--- src/rtl/sr_flag_arbiter.sv ---
// sr_flag_arbiter: arbitrates set/clear requests onto a gated SR latch bank with setup/pulse/hold sequencing.
// Define SR_ARB_ROUND_ROBIN_EN for rotating-pointer arbitration; otherwise fixed lowest-index priority.
module sr_flag_arbiter #(
    parameter int NREQ   = 4,
    parameter int NFLAGS = 8,
    parameter int IDXW   = 4
) (
    input  logic                 C,
    input  logic                 nR,
    input  logic [NREQ-1:0]      req,
    input  logic [NREQ-1:0]      op,
    input  logic [NREQ*IDXW-1:0] idx,
    output logic [NREQ-1:0]      gnt,
    output logic                 err,
    output logic                 busy,
    output logic [NFLAGS-1:0]    S_bus,
    output logic [NFLAGS-1:0]    R_bus,
    output logic [NFLAGS-1:0]    G_bus
);
    localparam int WW = (NREQ > 1) ? $clog2(NREQ) : 1;
    typedef enum logic [1:0] {IDLE, SETUP, PULSE, HOLD} state_t;
    state_t state_q, state_d;
    logic [WW-1:0] w_q, w_d, win;
    logic [IDXW-1:0] idx_q, idx_d;
    logic op_q, op_d, arm_q, arm_d, found;
    logic [NREQ-1:0] gnt_q, gnt_d;
    logic err_q, err_d, busy_q, busy_d;
    logic [NFLAGS-1:0] s_q, s_d, r_q, r_d, g_q, g_d, oh;
`ifdef SR_ARB_ROUND_ROBIN_EN
    logic [WW-1:0] ptr_q, ptr_d;
    always_comb begin
        found = 1'b0;
        win = '0;
        for (int i = 0; i < NREQ; i++)
            if (!found && req[(int'(ptr_q) + i) % NREQ]) begin
                found = 1'b1;
                win = WW'((int'(ptr_q) + i) % NREQ);
            end
    end
    // pointer advances past the winner as the transaction enters HOLD
    assign ptr_d = (state_d == HOLD && state_q != HOLD)
                 ? ((w_d == WW'(NREQ - 1)) ? '0 : w_d + 1'b1) : ptr_q;
    always_ff @(posedge C or negedge nR)
        if (!nR) ptr_q <= '0;
        else ptr_q <= ptr_d;
`else
    always_comb begin
        found = 1'b0;
        win = '0;
        for (int i = NREQ - 1; i >= 0; i--)
            if (req[i]) begin
                found = 1'b1;
                win = WW'(i);
            end
    end
`endif
    always_comb begin
        state_d = state_q;
        w_d = w_q;
        op_d = op_q;
        idx_d = idx_q;
        arm_d = arm_q;
        case (state_q)
            IDLE: if (found) begin
                w_d = win;
                op_d = op[win];
                idx_d = idx[win*IDXW +: IDXW];
                arm_d = 32'(idx_d) >= NFLAGS;
                state_d = arm_d ? HOLD : SETUP;
            end
            SETUP: state_d = PULSE;
            PULSE: state_d = HOLD;
            default: state_d = IDLE;
        endcase
        // outputs are derived from the state being entered so they register in step with it
        oh = (state_d != IDLE && !arm_d) ? NFLAGS'(1) << idx_d : '0;
        s_d = op_d ? oh : '0;
        r_d = op_d ? '0 : oh;
        g_d = (state_d == PULSE) ? oh : '0;
        gnt_d = (state_d == HOLD) ? NREQ'(1) << w_d : '0;
        err_d = state_d == HOLD && arm_d;
        busy_d = state_d != IDLE;
    end
    always_ff @(posedge C or negedge nR)
        if (!nR) begin
            state_q <= IDLE;
            w_q <= '0;
            op_q <= 1'b0;
            idx_q <= '0;
            arm_q <= 1'b0;
            s_q <= '0;
            r_q <= '0;
            g_q <= '0;
            gnt_q <= '0;
            err_q <= 1'b0;
            busy_q <= 1'b0;
        end else begin
            state_q <= state_d;
            w_q <= w_d;
            op_q <= op_d;
            idx_q <= idx_d;
            arm_q <= arm_d;
            s_q <= s_d;
            r_q <= r_d;
            g_q <= g_d;
            gnt_q <= gnt_d;
            err_q <= err_d;
            busy_q <= busy_d;
        end
    assign S_bus = s_q;
    assign R_bus = r_q;
    assign G_bus = g_q;
    assign gnt = gnt_q;
    assign err = err_q;
    assign busy = busy_q;
endmodule

--- config.mk ---
export PLATFORM = sky130hd
export DESIGN_NAME = sr_flag_arbiter
export DESIGN_NICKNAME = d
export VERILOG_FILES = /design/src/rtl/sr_flag_arbiter.sv
export SDC_FILE = /design/constraint.sdc
export NUM_CORES = 1
export LEC_CHECK = 0
export CAP_MARGIN = 30
export CORE_ASPECT_RATIO = 0.9
export CORE_MARGIN = 2
export CORE_UTILIZATION = 46
export CTS_BUF_LIST = sky130_fd_sc_hd__clkbuf_8 sky130_fd_sc_hd__clkbuf_16
export DETAILED_ROUTE_END_ITERATION = 7
export PLACE_DENSITY = 0.9
export SLEW_MARGIN = 10
export SYNTH_ARGS = -nofsm -noshare
export SYNTH_HDL_FRONTEND = slang
export SYNTH_SLANG_ARGS = --single-unit
--- constraint.sdc ---
create_clock -name C -period 2.45 [get_ports C]
set_clock_uncertainty 0.1 [all_clocks]
set_input_delay 0.49 -clock C [delete_from_list [all_inputs] [get_ports C]]
set_output_delay 0.49 -clock C [all_outputs]
set_load 0.01 [all_outputs]
* Word-level counts from Yosys, hierarchy flattened
Index checks and enable logic that the tools add are counted.
** Storage, ports and cells
- Output and inout port bits :: 30
- Input bits :: 26
- Register bits :: 40
** Operators by class
- Shift-type cells :: 3
- Reductions and logical operators :: 5
- Magnitude comparators :: 2
- Multiplexer cells :: 26
- Equality and inequality tests :: 4
** Operators with widths (count)
- $mux 8 :: 4
- $mux 2 :: 8
- $shiftx 16x5->4 :: 1
- $mux 4 :: 3
- $mux 1 :: 9
- $shl 1x4->8 const A :: 1
- $eq 2x2->1 const B :: 3
- $pmux 2 s3 :: 1
- $ge 4x4->1 const B :: 1
- $shl 1x2->4 const A :: 1
- $lt 2x3->1 const B :: 1
- $bmux 1 s2 :: 1
- $eq 2x1->1 const B :: 1
- $logic_and 1x1->1 :: 2
- $logic_not 2->1 :: 1
- $reduce_bool 2->1 :: 1
- $logic_not 1->1 :: 1

* Depth between registers and ports, before layout
Gate-level depths: netlist of run 1.
- Depth in word-level cells :: 13
- Depth in mapped cells :: 9
- Mapped depth without buffers :: 8

* Worst setup path after synthesis of run 1
OpenSTA, ideal clock, no wires.
- Path type :: register to register
- Start :: register state_q[1]
- End :: register r_q[7] (netlist: R_bus[7])
- Required time :: 2249 ps
- Clock period less this slack :: 2232 ps
- Arrival :: 2031 ps
- Path slack :: 218 ps
- Stages on the path, launching flop included :: 9
- Library setup time :: 101 ps
- Cell sequence :: dfrtp_1 > inv_1 > ha_1 > clkbuf_1 > o41ai_4 > o41a_2 > inv_2 > nand2_1 > nor4_1
** On the way
- Elaborated cells on any way between the ends :: 14
** RTL lines
- start: declaration :: RTL line 22 : state_t state_q, state_d;
- start signal: assignment :: RTL line 98 : state_q <= state_d;
- $logic_not 2->1 :: RTL line 63 : case (state_q)
- $mux 4 :: RTL line 63
- named net idx_d[1] :: RTL line 24 : logic [IDXW-1:0] idx_q, idx_d;
- $shl 1x4->8 :: RTL line 76 : oh = (state_d != IDLE && !arm_d) ? NFLAGS'(1) << idx_d : '0;
- $mux 8 :: RTL line 76
- $mux 8 :: RTL line 78 : r_d = op_d ? '0 : oh;
- named net r_d[7] :: RTL line 28 : logic [NFLAGS-1:0] s_q, s_d, r_q, r_d, g_q, g_d, oh;
- end signal: assignment :: RTL line 104 : r_q <= r_d;
- end: declaration :: RTL line 28
The timed path passes the listed nets, and every way through them passes these cells.

* Worst setup path in the final report of run 1
- Start :: input req[3]
- End :: register r_q[4] (netlist: R_bus[4])
** On the way
- Word-level cells in the longest chain between the ends :: 13
- Elaborated cells on any way between the ends :: 27
** Ends and longest elaborated chain
- start: declaration :: RTL line 10 : input logic [NREQ-1:0] req,
- $mux 2 (4 in a row) :: RTL line 51 : if (req[i]) begin
- $shiftx 16x5->4 :: RTL line 67 : idx_d = idx[win*IDXW +: IDXW];
- $ge 4x4->1 :: RTL line 68 : arm_d = 32'(idx_d) >= NFLAGS;
- $mux 2 :: RTL line 69 : state_d = arm_d ? HOLD : SETUP;
- $mux 2 :: RTL line 64 : IDLE: if (found) begin
- $pmux 2 s3 :: RTL line 63
- $reduce_bool 2->1 :: RTL line 76
- $logic_and 1x1->1 :: RTL line 76
- $mux 8 :: RTL line 76
- $mux 8 (*) :: RTL line 78
- named net r_d[4] :: RTL line 28
The timed path passes the listed nets; every way through them passes the cells marked *. The select of a mux whose other input is x is not followed.

==> reports/results.ini, run 1 <==
[sta]
final_hold_viol_count = 0
timing_worst_slew_pin_value_ns = 0.626
rsz0062_at_grt = yes
setup_viol = 0
fin_crit_sh = 0.984
fin_crit_ns = 2.41
worst_slack_ns = 0.0395
slew_headroom = 0.581
holdWs_ns = 0.414
fmax_mhz = 415
drv_slew = 0

[final_layout]
fin_area_um2 = 2720
final_nets = 276
multi_input_area_um2 = 769
n_antenna_cell = 0
seqCellArea_um2 = 1000
synthToLayoutAreaGrowth_pct = 46.9
drive_gt1_frac = 0.218
utilization = 0.719
fillCellCount = 275

[grt]
grt_usage = 0.214
grt_antenna_before_repair = 0
grt_max_degree = 41
overflow = 0
grt_pass1_vias = 1555
grt_pass1_wl_um = 7460

[pwr]
p_leak_nw = 1.17
max-vdd-ir-drop_uv = 579
pwr-share-clk = 0.150
internal_power_mw = 1.66
seqPwrFrac = 0.310
p_sw_frac = 0.415
p_per_area_nw_per_um2 = 1040
p_sw_mw = 1.18
pwr-share-comb = 0.539

[yosys]
postSynthAreaPerCell_um2 = 11.0
synth_cell_types = 43
syn_inst = 168
ys_warn_count = 0
yosysTopAreaCell = dfrtp_1
yosysSeqAreaShare = 0.540
yosysTopAreaCellShare = 0.540
synth_common_cells = dfrtp_1 (40), nor4_1 (23), nor2_1 (12), nand2_1 (11), inv_1 (10)
post-synth-top-count-cell = dfrtp_1
synthesis.nets = 197
netlist_area_um2 = 1850
synth_edf_count = 0
synthArstFlopShare = 1.00
yosys_most_used_dff = dfrtp_1
ys_ff_latch = 40
yosys-top-cells-area = dfrtp_1 (54%), nor4_1 (7.8%), buf_6 (2.4%), nor2_1 (2.4%), nand2_1 (2.2%)

[setup_path]
cp_max_fo = 24
slowest_delay_ns = 0.41
timing.rr.end = S_bus[6]$_DFF_PN0_
reg2reg_slack_ns = 0.12
cp_slowest_cell = clkdlybuf4s50_1
path_class = input port to register
reg2reg_from = state_q[0]$_DFF_PN0_
required_ns = 2.54
path_common_cell = buf_4
cp-end-kind = register
cp_data_arrival_time_ns = 2.50
reg2reg_depth = 8
startpoint_type = input port
crit_path_start = req[3]
path_cells = clkdlybuf4s50_1, buf_4, buf_4, nor4_2, a211oi_1, o221a_2, o21bai_4, nor4_1
crit_end = R_bus[4]$_DFF_PN0_

[drt]
drcViolationCount = 0
drt-total-wl_um = 4670
dr.first_iter.drc_count = 82
first_pass_iters = 4
vias = 1632
routedWlPerCell_um = 15.9
ant_nets = 0
vias_per_cell = 5.55

[place]
place.gp.congestion = 0.856
pre_cts_slack_ns = -0.398
dpl.hpwl_um = 3180
port_buffers = 55
place_area_um2 = 2570

[worst_hold_path]
holdCritPathClass = register to register
hold_depth = 2

[cts]
cts.clk_slew.worst_paths_ns = 0.08
h-tree-depth = 2
clockRootBuffer = clkbuf_8
insertion_delay_ns = 0.29
clock_sinks = 40
cts_buffer_depth = 2
cts_buffers = 5
cts_tree = done

[floorplanning]
die_w_um = 70.9
start_util = 0.490
die_h_um = 64.2
die-area_um2 = 4550
rows = 21
pin_count = 56
core_region_area_um2 = 3780

[outcome]
status = completed

[job]
drv_cap = 0

[what timing repair did]
| item | 4_1_cts | 5_1_grt |
|---|---|---|
| endpoints found under the setup margin | 23 | 27 |
| gates resized for setup | 5 | 3 |
| buffers inserted | 0 | 0 |
| cloned | 0 | 0 |
| hold buffers | 0 | 1 |
| pin swaps | 0 | 0 |
| hold endpoints to repair | 0 | 2 |
[worst max-delay path: cells and delay by family]
kind            cells  cell delay [ns]
buf+inv             3             0.74
simple gates        2             0.58
compound gates      3             0.69
[flip-flops by register name (all words and copies together), names as in the netlist]
| name | cells |
|---|---|
| G_bus | 8 |
| R_bus | 8 |
| S_bus | 8 |
| arm_q | 1 |
| busy | 1 |
| err | 1 |
| gnt | 4 |
| idx_q | 4 |
| op_q | 1 |
| state_q | 2 |
| w_q | 2 |
[cell usage in the layout, fill, tap and decap left out, drive strengths merged, types with 4 or more instances in the layout]
cell type      count
clkdlybuf4s50     52
dfrtp             40
buf               27
nor4              25
nor2              12
inv               12
nand2             11
a21oi              6
nor3               6
clkbuf             5
o21ai              4
o21a               4
[layer usage]
layer	global-route usage	part of all wire
met2	0.317	0.45
met4	0.0967	0.024
met5	0	0
met3	0.0568	0.065
met1	0.294	0.46
[cells by family (layout without fill, tap and decap cells)]
logic type,count (synthesis),after routing,share of synthesized area
buffers and inverters,22,102,0.0641
AOI/OAI and AO/OA,33,33,0.152
DFF,40,40,0.540
and+or+nand+nor,70,70,0.224
adders and majority gates,3,3,0.0203
[worst min path at each step]
stage	startpoint	to
finish	arm_q$_DFF_PN0_	arm_q$_DFF_PN0_
global route	arm_q$_DFF_PN0_	arm_q$_DFF_PN0_
CTS	nR	G_bus[5]$_DFF_PN0_
detailed placement	idx_q[3]$_DFF_PN0_	idx_q[3]$_DFF_PN0_
global placement	idx_q[3]$_DFF_PN0_	idx_q[3]$_DFF_PN0_
floorplan	nR	G_bus[0]$_DFF_PN0_
[power by group through the flow]
stage | Combinational [mW] | Clock (mW) | Sequential [mW]
after global placement | 1.40 | 0 | 0.886
after detailed placement | 1.45 | 0 | 0.891
final | 1.53 | 0.428 | 0.883
after global routing | 1.66 | 0.464 | 0.895
after CTS | 1.48 | 0.436 | 0.881
after floorplan | 0.859 | 0 | 0.913
[cell type report]
| class | count | area share |
|---|---|---|
| well taps | 46 | 0.0211 |
| clock inverters | 3 | 0.00690 |
| multi-input cells | 106 | 0.283 |
| repair buffers | 82 | 0.280 |
| flip-flops and latches | 40 | 0.368 |
| inverters | 12 | 0.0166 |
| clock buffers | 5 | 0.0253 |
[per-stage QoR]
stage,cells,total power [mW],setup TNS (ns)
after floorplan,168,1.77,0
after global placement,284,2.28,-7.63
after detailed placement,284,2.34,-9.16
after CTS,292,2.80,0
after global routing,294,3.02,-0.113
final,294,2.84,0
Note: power is estimated with default switching activity, not from simulation.
==> run 2: changes to the inputs <==
--- a/config.mk
+++ b/config.mk
@@ -12,7 +12,6 @@
 export CTS_BUF_LIST = sky130_fd_sc_hd__clkbuf_8 sky130_fd_sc_hd__clkbuf_16
 export DETAILED_ROUTE_END_ITERATION = 7
 export PLACE_DENSITY = 0.9
-export SLEW_MARGIN = 10
 export SYNTH_ARGS = -nofsm -noshare
 export SYNTH_HDL_FRONTEND = slang
 export SYNTH_SLANG_ARGS = --single-unit
==> reports/results.ini, run 2 (synthesis results as in run 1) <==
[setup_path]
required_ns = 2.54  ; about the same
path_cells = clkdlybuf4s50_1, buf_4, buf_4, nor4_2, a211oi_1, o221a_2, o21bai_4, nor4_1
worst-path-buf-inv = 3  ; unchanged
reg2reg_from = state_q[0]$_DFF_PN0_
startpoint_type = input port
cp_data_arrival_time_ns = 2.50  ; about the same
crit_path_start = req[3]
path_common_cell = buf_4
crit_family = buffers and inverters
cp-end-kind = register
slowest_delay_ns = 0.41  ; about the same
cp_slowest_cell = clkdlybuf4s50_1
path_class = input port to register
cp_max_fo = 24  ; unchanged

[drt]
vias = 1613  ; -1.2%
ant_nets = 0  ; unchanged
routedWlPerCell_um = 15.6  ; -1.6%
vias_per_cell = 5.52  ; -0.49%
drt-total-wl_um = 4570  ; -2.3%
first_pass_iters = 5  ; +1
drcViolationCount = 0  ; unchanged
dr.first_iter.drc_count = 83  ; +1.2%

[floorplanning]
rows = 21  ; unchanged
die_h_um = 64.2  ; unchanged
die-area_um2 = 4550  ; unchanged
start_util = 0.490  ; unchanged
pin_count = 56  ; unchanged
die_w_um = 70.9  ; unchanged
core_region_area_um2 = 3780  ; unchanged

[final_layout]
final_cell_mix = clkdlybuf4s50_1 (52), dfrtp_1 (40), buf_4 (25), nor4_1 (19), nor2_1 (12)
fillCellCount = 278  ; +1.1%
final_nets = 274  ; -0.72%
drive_gt1_frac = 0.215  ; -0.00229
synthToLayoutAreaGrowth_pct = 45.2
n_antenna_cell = 0  ; unchanged
final_cells = 292  ; -0.68%
mostFrequentLayoutCell = clkdlybuf4s50_1
seqCellArea_um2 = 1000  ; unchanged
multi_input_area_um2 = 769  ; unchanged

[grt]
grt_pass1_wl_um = 7460  ; unchanged
overflow = 0  ; unchanged
grt_antenna_before_repair = 0  ; unchanged
grt_pass1_vias = 1555  ; unchanged
grt_usage = 0.214  ; unchanged
grt_max_degree = 41  ; unchanged

[place]
place.gp.congestion = 0.856  ; unchanged
dpl.hpwl_um = 3180  ; unchanged
port_buffers = 55  ; unchanged
dp.cells = 284  ; unchanged

[cts]
clock_sinks = 40  ; unchanged
insertion_delay_ns = 0.29  ; about the same
clockRootBuffer = clkbuf_8
cts_buffers = 5  ; unchanged
cts_hold_buf = 0  ; unchanged
cts.clk_slew.worst_paths_ns = 0.08  ; about the same
h-tree-depth = 2  ; unchanged
cts_buffer_depth = 2  ; unchanged
cts_tree = done

[pwr]
p_leak_nw = 1.16  ; -1.2%
max-vdd-ir-drop_uv = 579  ; about the same
p_per_area_nw_per_um2 = 1050  ; +0.57%

[sta]
fmax_mhz = 415  ; about the same
drv_slew = 0  ; unchanged
slew_headroom = 0.427  ; -0.154
fin_crit_sh = 0.984  ; about the same
setup_tns_ns = 0  ; unchanged
timing_worst_slew_pin_value_ns = 0.860  ; +0.233 ns
setup_viol = 0  ; unchanged
rsz0062_at_grt = yes
final_hold_viol_count = 0  ; unchanged
fin_crit_ns = 2.41  ; +0.000639 ns

[worst_hold_path]
holdCritPathClass = input port to async pin

[outcome]
status = completed

[job]
drv_cap = 0  ; unchanged

run 2: report_power, final:
part	switching (mW)	internal (mW)
sequential	0.0675	0.814
clock	0.227	0.198
combinational	0.875	0.646
total	1.17	1.66
run 2: repair_timing:
item,CTS,global route
gates resized for setup,5,3
buffers inserted,0,0
pin swaps,0,0
setup endpoints to repair,23,27
run 2: path summary, 6_finish.rpt:
| path | to | slack (ns) | depth (start not counted) |
|---|---|---|---|
| worst min-delay path | gnt[2]$_DFF_PN0_ | 0.20 | 1 |
| worst max-delay path | R_bus[2]$_DFF_PN0_ | 0.04 | 8 |
| max in group asynchronous | S_bus[0]$_DFF_PN0_ | 1.50 | 1 |
| worst min register to register | arm_q$_DFF_PN0_ | 0.41 | 2 |
| worst max register to register | R_bus[2]$_DFF_PN0_ | 0.13 | 8 |
| min in group C | arm_q$_DFF_PN0_ | 0.41 | 2 |
run 2: cell type report:
type / count / share of cell area
multi-input cells: 106 / 0.286
flip-flops and latches: 40 / 0.372
clock buffers: 5 / 0.0256
inverters: 12 / 0.0167
well taps: 46 / 0.0214
repair buffers: 80 / 0.272
clock inverters: 3 / 0.00697
run 2: worst reg2reg max path: stages, from the launching register on:
cell and delay [ns]:
dfrtp_1 0.43, inv_1 0.12, ha_1 0.23, o41ai_4 0.11, buf_4 0.18, o41a_2 0.55, inv_2 0.15, nand2b_1 0.14
nor4_1 0.22
run 2: stage by stage:
stage,setup WS [ns],hold slack (ns),util,cell area [um2],power [mW]
floorplan,0.218,0.0944,-,1850,1.77
global placement,-0.282,0.392,0.679,2570,2.28
detailed placement,-0.398,0.408,0.679,2570,2.34
CTS,0.0659,0.229,0.707,2680,2.80
global route,-0.0236,0.280,0.711,2690,3.02
finish,0.0389,0.201,0.711,2690,2.83
run 2: layer usage:
| layer | part of all wire | track usage | wire (um) |
|---|---|---|---|
| met1 | 0.45 | 0.294 | 2070 |
| met2 | 0.46 | 0.317 | 2110 |
| met3 | 0.065 | 0.0568 | 296 |
| met4 | 0.020 | 0.0967 | 93 |
| met5 | 0 | 0 | 0 |
==> run 3: changes to the inputs <==
--- a/config.mk
+++ b/config.mk
@@ -12,6 +12,7 @@
 export CTS_BUF_LIST = sky130_fd_sc_hd__clkbuf_8 sky130_fd_sc_hd__clkbuf_16
 export DETAILED_ROUTE_END_ITERATION = 7
 export PLACE_DENSITY = 0.9
+export SLEW_MARGIN = 20
 export SYNTH_ARGS = -nofsm -noshare
 export SYNTH_HDL_FRONTEND = slang
 export SYNTH_SLANG_ARGS = --single-unit
==> reports/results.ini, run 3 (synthesis results as in run 1) <==
[final_layout]
synthToLayoutAreaGrowth_pct = 46.9
utilization = 0.719  ; +0.00794
n_antenna_cell = 0  ; unchanged
final_nets = 276  ; +0.73%
drive_gt1_frac = 0.218  ; +0.00229
final_cell_mix = clkdlybuf4s50_1 (52), dfrtp_1 (40), buf_4 (25), nor4_1 (19), nor2_1 (12)
mostFrequentLayoutCell = clkdlybuf4s50_1

[pwr]
pwr-share-comb = 0.538  ; about the same
p_leak_nw = 1.17  ; +1.2%
internal_power_mw = 1.66  ; +0.26%
p_sw_frac = 0.413  ; -0.000716
p_per_area_nw_per_um2 = 1040  ; -0.97%
seqPwrFrac = 0.311  ; about the same
p_sw_mw = 1.17  ; about the same
pwr-share-clk = 0.150  ; about the same
max-vdd-ir-drop_uv = 575  ; -0.53%

[floorplanning]
pin_count = 56  ; unchanged
die_h_um = 64.2  ; unchanged
die-area_um2 = 4550  ; unchanged
die_w_um = 70.9  ; unchanged
start_util = 0.490  ; unchanged
rows = 21  ; unchanged
core_region_area_um2 = 3780  ; unchanged

[grt]
grt_pass1_vias = 1555  ; unchanged
grt_antenna_before_repair = 0  ; unchanged
grt_pass1_wl_um = 7460  ; unchanged
grt_usage = 0.214  ; unchanged
grt_max_degree = 41  ; unchanged
overflow = 0  ; unchanged

[sta]
rsz0062_at_grt = yes
fmax_mhz = 414  ; -0.28%
setup_tns_ns = 0  ; unchanged
setup_viol = 0  ; unchanged
final_hold_viol_count = 0  ; unchanged
worst_slack_ns = 0.0322  ; -0.00668 ns
slew_headroom = 0.580  ; +0.153
drv_slew = 0  ; unchanged
fin_crit_ns = 2.42  ; +0.00668 ns
fin_crit_sh = 0.987  ; +0.00273
timing_worst_slew_pin_value_ns = 0.629  ; -0.231 ns

[worst_hold_path]
holdCritPathClass = register to register
hold_start = arm_q$_DFF_PN0_
hold_depth = 2
whs_endpoint = arm_q$_DFF_PN0_

[job]
drv_cap = 0  ; unchanged

[cts]
cts_setup_buffers = 0  ; unchanged
clock_sinks = 40  ; unchanged
insertion_delay_ns = 0.29  ; about the same
cts_tree = done
cts_buffers = 5  ; unchanged
cts_buffer_depth = 2  ; unchanged
cts.clk_slew.worst_paths_ns = 0.08  ; about the same
h-tree-depth = 2  ; unchanged
clockRootBuffer = clkbuf_8

[place]
port_buffers = 55  ; unchanged
dpl.hpwl_um = 3180  ; unchanged
place.gp.congestion = 0.856  ; unchanged
pre_cts_slack_ns = -0.398  ; unchanged

[setup_path]
reg2reg_depth = 8  ; unchanged
cp_max_fo = 24  ; unchanged
path_class = input port to register
required_ns = 2.53  ; about the same
startpoint_type = input port
cp-end-kind = register
timing.rr.end = R_bus[2]$_DFF_PN0_
cp_data_arrival_time_ns = 2.50  ; about the same
reg2reg_slack_ns = 0.13  ; about the same
reg2reg_from = state_q[0]$_DFF_PN0_

[drt]
vias_per_cell = 5.55  ; +0.55%
first_pass_iters = 5  ; unchanged
ant_nets = 0  ; unchanged
dr.first_iter.drc_count = 85  ; +2.4%
drt-total-wl_um = 4670  ; +2.2%
routedWlPerCell_um = 15.9  ; +1.5%
vias = 1633  ; +1.2%
drcViolationCount = 0  ; unchanged

[outcome]
status = completed

## run 3: cell count changes in the layout (fill, tap and decap cells not counted)
| cell | previous run | this run |
|---|---|---|
| buf_12 | 0 | 1 |
| dlygate4sd3_1 | 0 | 1 |
## run 3: layout make-up
| cell class | instances | area, um2 |
|---|---|---|
| multi-input combinational | 106 | 769 |
| clock buffer | 5 | 68.8 |
| inverter | 12 | 45.0 |
| timing repair buffer | 82 | 761 |
| tap | 46 | 57.6 |
| clock inverter | 3 | 18.8 |
| sequential | 40 | 1000 |
| fill | 276 | 1060 |
## run 3: what timing repair did
item	4_1_cts	5_1_grt
setup endpoints to repair	23	27
gates resized for setup	5	3
hold buffers	0	1
hold endpoints to repair	0	6
cloned	0	0
## run 3: layer usage
| layer | part of all wire | vias up | track usage |
|---|---|---|---|
| met5 | 0 | - | 0 |
| met4 | 0.020 | 0 | 0.0967 |
| met3 | 0.068 | 7 | 0.0568 |
| met2 | 0.46 | 76 | 0.317 |
| met1 | 0.45 | 782 | 0.294 |
| li1 | - | 768 | - |
## run 3: power by group through the flow
stage          Sequential [mW]  Clock (mW)  Combinational (mW)
2_1_floorplan            0.913           0               0.859
3_3_place_gp             0.886           0                1.40
3_5_place_dp             0.891           0                1.45
4_1_cts                  0.881       0.436                1.48
5_1_grt                  0.895       0.464                1.66
6_report                 0.881       0.426                1.52
## run 3: worst max-delay path, cell delays in order
cell and delay [ns]:
clkdlybuf4s50_1 0.41, buf_4 0.18, buf_4 0.15, nor4_2 0.23, a211oi_1 0.13, o221a_2 0.25
o21bai_4 0.31, nor4_1 0.35
## run 3: per-stage QoR
| stage | instance area [um2] | total power, mW | std cells | hold WS (ns) |
|---|---|---|---|---|
| after floorplan | 1850 | 1.77 | 168 | 0.0944 |
| after global placement | 2570 | 2.28 | 284 | 0.392 |
| after detailed placement | 2570 | 2.34 | 284 | 0.408 |
| after CTS | 2680 | 2.80 | 292 | 0.229 |
| after global routing | 2720 | 3.02 | 294 | 0.467 |
| final | 2720 | 2.83 | 294 | 0.414 |
## run 3: worst max path at each step
stage / startpoint / endpoint / depth (start not counted)
2_1_floorplan: state_q[1]$_DFF_PN0_ / R_bus[7]$_DFF_PN0_ / 8
3_3_place_gp: req[1] / G_bus[5]$_DFF_PN0_ / 6
3_5_place_dp: req[1] / R_bus[0]$_DFF_PN0_ / 7
4_1_cts: req[0] / err$_DFF_PN0_ / 7
5_1_grt: req[0] / R_bus[6]$_DFF_PN0_ / 8
6_report: req[3] / R_bus[4]$_DFF_PN0_ / 8
